`config.mk`:
```
export PLATFORM = sky130hd
export DESIGN_NAME = qam_frame_tx_flat
export DESIGN_NICKNAME = d
export VERILOG_FILES = /design/src/rtl/qam_frame_tx_pkg.sv /design/src/rtl/qam_frame_tx_if.sv /design/src/rtl/qam_frame_tx_piso_shift.sv /design/src/rtl/qam_frame_tx.sv /design/src/flat_wrapper.sv
export SDC_FILE = /design/constraint.sdc
export NUM_CORES = 1
export LEC_CHECK = 0
export CORE_MARGIN = 5
export CORE_UTILIZATION = 45
export DETAILED_ROUTE_END_ITERATION = 16
export MAX_ROUTING_LAYER = met4
export SLEW_MARGIN = 20
export SYNTH_ARGS = -nofsm -noshare
export SYNTH_HDL_FRONTEND = slang
export SYNTH_HIERARCHICAL = 1
export SYNTH_SLANG_ARGS = --single-unit
```
`constraint.sdc`:
```
create_clock -name clk -period 5.4 [get_ports clk]
set_input_delay 1.62 -clock clk [delete_from_list [all_inputs] [get_ports clk]]
set_output_delay 1.62 -clock clk [all_outputs]
set_load 0.1 [all_outputs]
```
`src/rtl/qam_frame_tx_pkg.sv`:
```
// Shared definitions for the 64-QAM serial framer and its matching baseband receiver.
package qam_tx_pkg;
    localparam logic [11:0] HEADER_INFO = 12'hB38;
    localparam int unsigned SYM_BITS    = 6;
    localparam int unsigned HDR_BITS    = 12;

    typedef logic [SYM_BITS-1:0] sym_t;

    typedef enum logic [1:0] {
        S0_IDLE,
        S1_HEADER,
        S2_PAYLOAD,
        S3_GAP
    } tx_state_t;

    // A symbol occupies the top of the shifter so both word types leave from the same MSB.
    function automatic logic [HDR_BITS-1:0] sym_word(input sym_t s);
        return {s, {(HDR_BITS - SYM_BITS){1'b0}}};
    endfunction
endpackage

```
`src/rtl/qam_frame_tx_if.sv`:
```
// Upstream symbol stream: 6-bit {Q,I} words over valid/ready.
interface qam_sym_if;
    logic [5:0] sym_data;
    logic       sym_valid;
    logic       sym_ready;

    modport master (output sym_data, output sym_valid, input  sym_ready);
    modport slave  (input  sym_data, input  sym_valid, output sym_ready);
endinterface

```
`src/rtl/qam_frame_tx_piso_shift.sv`:
```
// Parallel-load, MSB-first shift register feeding the serial line.
module tx_piso_shift #(
    parameter int unsigned WIDTH = 12
) (
    input  logic             clk,
    input  logic             rst,
    input  logic             load,
    input  logic             shift,
    input  logic             clear,
    input  logic [WIDTH-1:0] din,
    output logic             q_msb
);
    logic [WIDTH-1:0] q;

    always_ff @(posedge clk or posedge rst) begin
        if (rst) begin
            q <= '0;
        end else if (clear) begin
            q <= '0;
        end else if (load) begin
            q <= din;
        end else if (shift) begin
            q <= {q[WIDTH-2:0], 1'b0};
        end
    end

    assign q_msb = q[WIDTH-1];
endmodule

```
`src/rtl/qam_frame_tx.sv`:
```
// Framer: 12-bit header, SYMS_PER_FRAME 6-bit symbols, then GAP_BITS zeros on a one-bit line.
module qam_frame_tx
    import qam_tx_pkg::*;
#(
    parameter int unsigned SYMS_PER_FRAME = 16,
    parameter int unsigned GAP_BITS       = 12,
    parameter logic [5:0]  PAD_SYM        = 6'b000000
) (
    input  logic       clk,
    input  logic       rst,
    input  logic       start,
    qam_sym_if.slave   sym,
    output logic       data_out,
    output logic       sym_strobe,
    output logic       tx_active,
    output logic       frame_done,
    output logic       underrun
);
    localparam int unsigned GAP_W = (GAP_BITS > 1) ? $clog2(GAP_BITS) : 1;

    tx_state_t          state, state_next;
    logic [3:0]         bit_cnt;
    logic [7:0]         sym_cnt;
    logic [GAP_W-1:0]   gap_cnt;

    logic               ready;
    logic               hdr_load;
    logic               sym_load;
    logic               sh_shift;
    logic               sh_clear;
    logic [HDR_BITS-1:0] load_word;

    logic last_hdr_bit;
    logic last_sym_bit;
    logic more_syms;
    logic gap_last;

    assign last_hdr_bit = (bit_cnt == 4'(HDR_BITS - 1));
    assign last_sym_bit = (bit_cnt == 4'(SYM_BITS - 1));
    assign more_syms    = (sym_cnt < 8'(SYMS_PER_FRAME));
    assign gap_last     = (gap_cnt == GAP_W'(GAP_BITS - 1));

    always_ff @(posedge clk or posedge rst) begin
        if (rst) begin
            state <= S0_IDLE;
        end else begin
            state <= state_next;
        end
    end

    always_comb begin
        state_next = state;
        ready      = 1'b0;
        sym_strobe = 1'b0;
        frame_done = 1'b0;
        tx_active  = 1'b0;
        hdr_load   = 1'b0;
        sym_load   = 1'b0;
        sh_shift   = 1'b0;
        sh_clear   = 1'b0;
        unique case (state)
            S0_IDLE: begin
                if (start) begin
                    hdr_load   = 1'b1;
                    state_next = S1_HEADER;
                end
            end
            S1_HEADER: begin
                tx_active = 1'b1;
                if (last_hdr_bit) begin
                    ready      = 1'b1;
                    sym_load   = 1'b1;
                    state_next = S2_PAYLOAD;
                end else begin
                    sh_shift = 1'b1;
                end
            end
            S2_PAYLOAD: begin
                tx_active = 1'b1;
                if (last_sym_bit) begin
                    sym_strobe = 1'b1;
                    if (more_syms) begin
                        ready    = 1'b1;
                        sym_load = 1'b1;
                    end else begin
                        frame_done = 1'b1;
                        sh_clear   = 1'b1;
                        state_next = S3_GAP;
                    end
                end else begin
                    sh_shift = 1'b1;
                end
            end
            S3_GAP: begin
                tx_active = 1'b1;
                if (gap_last) begin
                    state_next = S0_IDLE;
                end
            end
            default: state_next = S0_IDLE;
        endcase
    end

    assign sym.sym_ready = ready;

    // Fetch never stalls the line: a missing symbol is replaced by PAD_SYM at the same edge.
    assign load_word = hdr_load ? HEADER_INFO
                                : sym_word(sym.sym_valid ? sym.sym_data : PAD_SYM);

    always_ff @(posedge clk or posedge rst) begin
        if (rst) begin
            bit_cnt  <= '0;
            sym_cnt  <= '0;
            gap_cnt  <= '0;
            underrun <= 1'b0;
        end else begin
            if (hdr_load || sym_load) begin
                bit_cnt <= '0;
            end else if (sh_shift) begin
                bit_cnt <= bit_cnt + 4'd1;
            end

            if (hdr_load) begin
                sym_cnt <= '0;
            end else if (sym_load) begin
                sym_cnt <= sym_cnt + 8'd1;
            end

            if (state == S3_GAP) begin
                gap_cnt <= gap_cnt + GAP_W'(1);
            end else begin
                gap_cnt <= '0;
            end

            if (hdr_load) begin
                underrun <= 1'b0;
            end else if (sym_load && !sym.sym_valid) begin
                underrun <= 1'b1;
            end
        end
    end

    tx_piso_shift #(
        .WIDTH (HDR_BITS)
    ) u_piso (
        .clk   (clk),
        .rst   (rst),
        .load  (hdr_load || sym_load),
        .shift (sh_shift),
        .clear (sh_clear),
        .din   (load_word),
        .q_msb (data_out)
    );
endmodule

```
`src/flat_wrapper.sv`:
```
// flat-port wrapper written by rule: the top's interface ports become plain ports
module qam_frame_tx_flat import qam_tx_pkg::*;
#(
    parameter int unsigned SYMS_PER_FRAME = 16,
    parameter int unsigned GAP_BITS       = 12,
    parameter logic [5:0]  PAD_SYM        = 6'b000000
)
  (clk, rst, start, data_out, sym_strobe, tx_active, frame_done, underrun, sym_sym_data, sym_sym_valid, sym_sym_ready);
  qam_sym_if sym_i ();
  input  logic clk;
  input  logic rst;
  input  logic start;
  output logic data_out;
  output logic sym_strobe;
  output logic tx_active;
  output logic frame_done;
  output logic underrun;
  input wire logic [$bits(sym_i.sym_data)-1:0] sym_sym_data;
  input wire logic [$bits(sym_i.sym_valid)-1:0] sym_sym_valid;
  output wire logic [$bits(sym_i.sym_ready)-1:0] sym_sym_ready;
  assign sym_i.sym_data = sym_sym_data;
  assign sym_i.sym_valid = sym_sym_valid;
  assign sym_sym_ready = sym_i.sym_ready;
  qam_frame_tx #(.SYMS_PER_FRAME(SYMS_PER_FRAME), .GAP_BITS(GAP_BITS), .PAD_SYM(PAD_SYM)) u_core (.clk(clk), .rst(rst), .start(start), .sym(sym_i), .data_out(data_out), .sym_strobe(sym_strobe), .tx_active(tx_active), .frame_done(frame_done), .underrun(underrun));
endmodule
```
==> impl_metrics.csv, run 1 <==
group,metric,value,unit
run_status,outcome,"completed",
detailed_routing,wl_per_cell,15.0,microns
timing,hold_viol,0,
synthesis,synth_common_cells,"dfrtp_1 (31), mux2i_1 (13), nand2_1 (13)",
timing,fin_skew,2.51,ps
synthesis,ys_ff_latch,31,
detailed_routing,drtIter0Drc,88,
global_route,use_met3,3.97,%
clocking,hold_buffers,0,
timing,fin_crit,4600,ps
floorplanning,rows,23,
timing,fin_crit_sh,85.2,%
timing,slew_headroom,33.5,%
synthesis,synth_ff_type,"dfrtp_1",
floorplanning,coreArea,3940,sq um
place,numPortBuffers,15,
global_route,use_met2,26.8,%
pwr,leakage,0.921,nW
synthesis,synth_top_area_share,42.7,%
final_layout,nets,213,
synthesis,syn-cell-area,1820,sq um
final_layout,insertedDiodeCount,0,
global_route,grt_usage,15.8,%
hold_path,holdCritPathClass,"flop to flop",
final_layout,n_fill_cell,342,
synthesis,synthMostInstantiatedCell,"dfrtp_1",
detailed_routing,drc,0,
final_layout,drive_above_1_share,12.8,%
clocking,path_clk_slew,60,ps
clocking,insertion_delay,280,ps
timing,slew_viol_final,0,
clocking,post_cts_buffers,0,
clocking,cts_root_buf,"clkbuf_8",
setup_path,timing.critical_path.to_type,"primary output",
synthesis,synthCells,177,
timing,tightest_slew,995,ps
place,pre_cts_ws,1140,ps
place,gp_congestion,0.808,
pwr,vdd_ir_drop_max,333,uV
final_layout,syn_to_final_growth,15.7,%
detailed_routing,dr_total_vias,1330,
timing,fin_setup_tns,0,ps
floorplanning,die_y,73.5,microns
clocking,cts_resized,0,
synthesis,ys_warn_count,6,
timing,setup_ws,797,ps
clocking,clkSinkCount,31,
timing,setup_viol,0,
floorplanning,die-area,5400,sq um
setup_path,criticalPathCategory,"flop to primary output",
detailed_routing,wl,3680,microns
setup_path,critical_path.max_fanout,17,
detailed_routing,avgViaCountPerCell,5.41,
floorplanning,initial_core_util,46.0,%
setup_path,cp.arrival,2980,ps
global_route,antenna_found_initial,0,
clocking,clockBufferDepth,2,
detailed_routing,ant_nets,0,
final_layout,layoutNonFillerInstCount,246,
global_route,grt_pass1_vias,1472,
clocking,cts_inserted_buffers,5,
global_route,grt_pass1_wl,6430,microns
synthesis,synth_edf_count,0,
clocking,cts_tree,"done",
global_route,use_met1,17.6,%
pwr,p_per_area,549,nW/um^2
setup_path,cp-start-kind,"flop",
floorplanning,die_w,73.5,microns
synthesis,synth.avg_cell_area,10.3,sq um
setup_path,cp.required,3780,ps
timing,rsz0062_at_grt,"false",
flow_run,maxCapViolCount,0,
global_route,busiest_layer,"met2",
synthesis,synth.largest_area_cell,"dfrtp_1",
global_route,globalRouteOverflowTotal,0,
global_route,grt_max_degree,20,
hold_path,min_path_cells,1,
clocking,htree_levels,2,
place,placed_cells,238,
place,dp_hpwl,2590,microns
synthesis,yosysSeqAreaShare,42.7,%
detailed_routing,drtPass1Iterations,4,
synthesis,synth_cell_types,44,
synthesis,synth_area_leaders,"dfrtp_1 (43%), mux2i_1 (7.2%), a211oi_2 (6.9%)",
timing,fmax,0.217,GHz
floorplanning,ios,16,
setup_path,r2r_cells,8,
timing,holdWs,458,ps
synthesis,async_reset_ff_share,100,%
==> path summary, 6_finish.rpt <==
check / startpoint / to / slack, ps
max in group asynchronous: rst / u_core/sym_cnt[0] / 3140
min in group asynchronous: rst / u_core/u_piso/q[6] / 1670
max reg2reg: u_core/state[0] / u_core/u_piso/q[10] / 2760
max: u_core/state[0] / sym_sym_ready / 800
min: u_core/gap_cnt[0] / u_core/gap_cnt[0] / 460
min reg2reg: u_core/gap_cnt[0] / u_core/gap_cnt[0] / 460
==> registers in the layout, summed over array words and instances (netlist names) <==
signal,count
u_core/gap_cnt,4
u_core/u_piso/q,12
u_core/state,2
u_core/underrun,1
u_core/sym_cnt,8
u_core/bit_cnt,4
==> stage by stage <==
step / power, W / cell area (sq um) / util (%)
6_report: 0.00115 / 2100 / 53.3
5_1_grt: 0.00124 / 2100 / 53.3
4_1_cts: 0.00117 / 2100 / 53.3
3_5_place_dp: 0.000963 / 2000 / 50.7
3_3_place_gp: 0.000937 / 2000 / 50.7
2_1_floorplan: 0.000854 / 1820 / -
==> logic make-up (layout without fill, tap and decap cells) <==
group,Yosys count,count (layout),synth area share (%)
xor gates and xnor gates,3,3,1.45
DFF,31,31,42.7
other,1,3,0.207
buffers and inverters,18,35,4.48
adders and majority gates,8,8,5.51
and+or+nand+nor,66,66,21.8
muxes,13,13,7.17
AOI/OAI and AO/OA,37,37,16.6
==> power by group <==
part / internal [W] / switching [W] / leakage (nW) / total (W)
logic: 0.000242 / 0.000346 / 0.474 / 0.000588
clock network: 0.000116 / 0.0000811 / 0.0515 / 0.000197
registers: 0.000314 / 0.0000540 / 0.396 / 0.000368
total: 0.000672 / 0.000481 / 0.921 / 0.00115
==> metal layers <==
| metal | part of all wire [%] | vias to the layer above |
|---|---|---|
| met5 | 0 | - |
| met4 | 2.1 | 0 |
| met3 | 3.5 | 8 |
| met2 | 50 | 17 |
| met1 | 45 | 639 |
| li1 | - | 666 |
==> final cells by class <==
| cell class | instances | area (sq um) | share of cell area [%] |
|---|---|---|---|
| Multi-Input combinational cell | 130 | 966 | 46.0 |
| Sequential cell | 31 | 776 | 36.9 |
| Timing Repair Buffer | 16 | 155 | 7.39 |
| Clock buffer | 8 | 100 | 4.76 |
| Tap cell | 50 | 62.6 | 2.98 |
| Inverter | 11 | 41.3 | 1.97 |
==> critical path: stages, from the launching register on <==
cell,delay [ps]
dfrtp_1,390
inv_1,90
ha_1,260
and4b_1,270
a22oi_2,610
nor2_1,90
clkdlybuf4s50_1,990
==> cells in the final DEF, fill, tap and decap left out, types with 2 or more instances in the layout <==
master / instances
a211oi_1: 2
a211oi_2: 10
a21oi_1: 10
and2_1: 3
and3_1: 3
buf_4: 2
clkbuf_8: 7
clkdlybuf4s50_1: 14
conb_1: 3
dfrtp_1: 31
ha_1: 8
inv_1: 9
mux2i_1: 13
nand2_1: 13
nand3_1: 8
nor2_1: 6
nor2b_1: 12
o21ai_0: 4
o31ai_1: 4
o41ai_1: 2
or2_2: 3
or3_1: 3
or4_1: 4
xnor2_1: 2
(Power assumes the default switching activity.)
==> inputs of run 2 (changes only) <==
GPL_ROUTABILITY_DRIVEN = 0   (was default)
SLEW_MARGIN = default   (was 20)
==> results of run 2 <==
Same layout as run 1: the final DEF is identical, and so are final timing and power.
==> inputs of run 3 (changes only) <==
RECOVER_POWER = 25   (was default)
clock period = 4.45 ns   (was 5.4 ns; I/O delays follow)
==> run 3 against run 2 <==
Routed wire length is 2.8% higher; clock skew rose by 4.9 ps; total power grew 24%; combinational power rose by 21%; cell area is 0.71% higher; utilization up 0.38 points; flip-flop and latch count unchanged; setup slack better by 160 ps; global-route usage up 0.40 points; largest cell class unchanged.
==> impl_metrics.csv, run 3 (synthesis results as in run 1) <==
group,metric,value,unit
timing,hold_viol,0,
global_route,grt_max_degree,20,
clocking,post_cts_buffers,0,
final_layout,final_common_cell,"dfrtp_1",
floorplanning,initial_core_util,46.0,%
clocking,hold_buffers,0,
timing,fmax,0.286,GHz
detailed_routing,wl,3780,microns
floorplanning,die_y,73.5,microns
setup_path,cp.arrival,2160,ps
timing,fin_setup_tns,0,ps
timing,rsz0062_at_grt,"false",
timing,tightest_slew,977,ps
detailed_routing,drc,0,
clocking,cts_inserted_buffers,5,
final_layout,insertedDiodeCount,0,
flow_run,maxCapViolCount,0,
place,numPortBuffers,15,
global_route,grt_pass1_wl,6570,microns
detailed_routing,dr_total_vias,1357,
setup_path,cp_cell_sequence,"inv_1 > ha_1 > and4b_1 > a22oi_2 > nor2_2 > buf_4",
run_status,outcome,"completed",
clocking,path_clk_slew,60,ps
timing,fin_crit_sh,78.6,%
setup_path,cp-start-kind,"flop",
detailed_routing,avgViaCountPerCell,5.49,
global_route,globalRouteOverflowTotal,0,
clocking,insertion_delay,280,ps
timing,fin_skew,7.39,ps
pwr,p_per_area,678,nW/um^2
final_layout,regMostFlops,"u_core/u_piso/q",
timing,slew_viol_final,0,
detailed_routing,ant_nets,0,
setup_path,cp_slowest_stage_delay,600,ps
detailed_routing,drtPass1Iterations,4,
place,dp_hpwl,2680,microns
floorplanning,coreArea,3940,sq um
global_route,grt_pass1_vias,1366,
floorplanning,rows,23,
clocking,cts_root_buf,"clkbuf_8",
final_layout,reg.largest.list,"u_core/u_piso/q (12), u_core/sym_cnt (8)",
setup_path,critical_path.max_fanout,17,
hold_path,holdCritPathClass,"flop to flop",
final_layout,most-common-layout-cells,"dfrtp_1 (31), nand2_1 (13), mux2i_1 (13), nor2b_1 (12)",
final_layout,drive_above_1_share,15.7,%
global_route,grt_usage,16.2,%
clocking,cts_resized,0,
global_route,antenna_found_initial,0,
final_layout,final_util,53.7,%
pwr,leakage,0.936,nW
timing,fin_crit,3500,ps
final_layout,nets,214,
setup_path,timing.critical_path.to_type,"primary output",
floorplanning,die-area,5400,sq um
floorplanning,ios,16,
detailed_routing,wl_per_cell,15.3,microns
setup_path,cp_slowest_cell,"a22oi_2",
setup_path,criticalPathCategory,"flop to primary output",
clocking,htree_levels,2,
setup_path,cp.required,3120,ps
detailed_routing,drtIter0Drc,66,
timing,slew_headroom,34.7,%
final_layout,syn_to_final_growth,16.5,%
floorplanning,die_w,73.5,microns
pwr,vdd_ir_drop_max,417,uV
final_layout,largest_reg_flops,12,
timing,setup_viol,0,
clocking,clockBufferDepth,2,
clocking,cts_tree,"done",
clocking,clkSinkCount,31,
[run 3: cell count changes in the layout (fill, tap and decap cells not counted), sizes merged]
cell / change
bufinv: +1
dlygate4sd3: +2
clkinv: +2
clkdlybuf4s50: -5
clkbuf: -3
buf: +4
[run 3: power by group]
| part | internal (W) | total (W) | leakage (nW) | switching [W] |
|---|---|---|---|---|
| combinational | 0.000290 | 0.000713 | 0.482 | 0.000423 |
| clock | 0.000166 | 0.000274 | 0.0581 | 0.000108 |
| sequential | 0.000381 | 0.000446 | 0.396 | 0.0000651 |
[run 3: stage by stage]
step | setup slack (ps) | std cells | instance area [sq um] | power (W) | hold WS (ps)
after floorplan | 285 | 179 | 1830 | 0.00104 | 432
after global placement | 1320 | 239 | 2000 | 0.00114 | 451
after detailed placement | 1260 | 239 | 2000 | 0.00117 | 464
after CTS | 939 | 247 | 2120 | 0.00145 | 475
after global routing | 811 | 247 | 2120 | 0.00154 | 503
final | 953 | 247 | 2120 | 0.00143 | 475
[run 3: path summary, 6_finish.rpt]
kind	start	to	slack (ps)	depth (start not counted)
worst min-delay path	u_core/gap_cnt[0]	u_core/gap_cnt[0]	480	1
worst max-delay path	u_core/state[0]	sym_sym_ready	950	6
min in group asynchronous	rst	u_core/u_piso/q[0]	1530	2
max in group asynchronous	rst	u_core/sym_cnt[7]	2310	2
worst min register to register	u_core/gap_cnt[0]	u_core/gap_cnt[0]	480	1
worst max register to register	u_core/state[0]	u_core/u_piso/q[10]	1880	8
[run 3: cell type report]
| type | instances | area, sq um |
|---|---|---|
| repair buffers | 17 | 155 |
| clock buffers | 5 | 68.8 |
| inverters | 11 | 41.3 |
| flip-flops and latches | 31 | 776 |
| well taps | 50 | 62.6 |
| fillers | 356 | 1830 |
| multi-input cells | 130 | 968 |
| clock inverters | 3 | 43.8 |
[run 3: critical path: cells and delay by family (launching register included)]
family	cells	cell delay [ps]
buffers and inverters	2	330
AO/OA/AOI/OAI	1	600
adder cells (fa/ha/maj)	1	250
AND/OR/NAND/NOR	2	320
flip-flops	1	370
[run 3: metal layers]
layer | part of all wire, % | vias to the layer above | GRT usage (%)
met4 | 1.3 | 0 | 5.43
met3 | 3.7 | 8 | 4.38
met2 | 49 | 23 | 25.2
met5 | 0 | - | -
met1 | 46 | 655 | 20.5
li1 | - | 671 | -
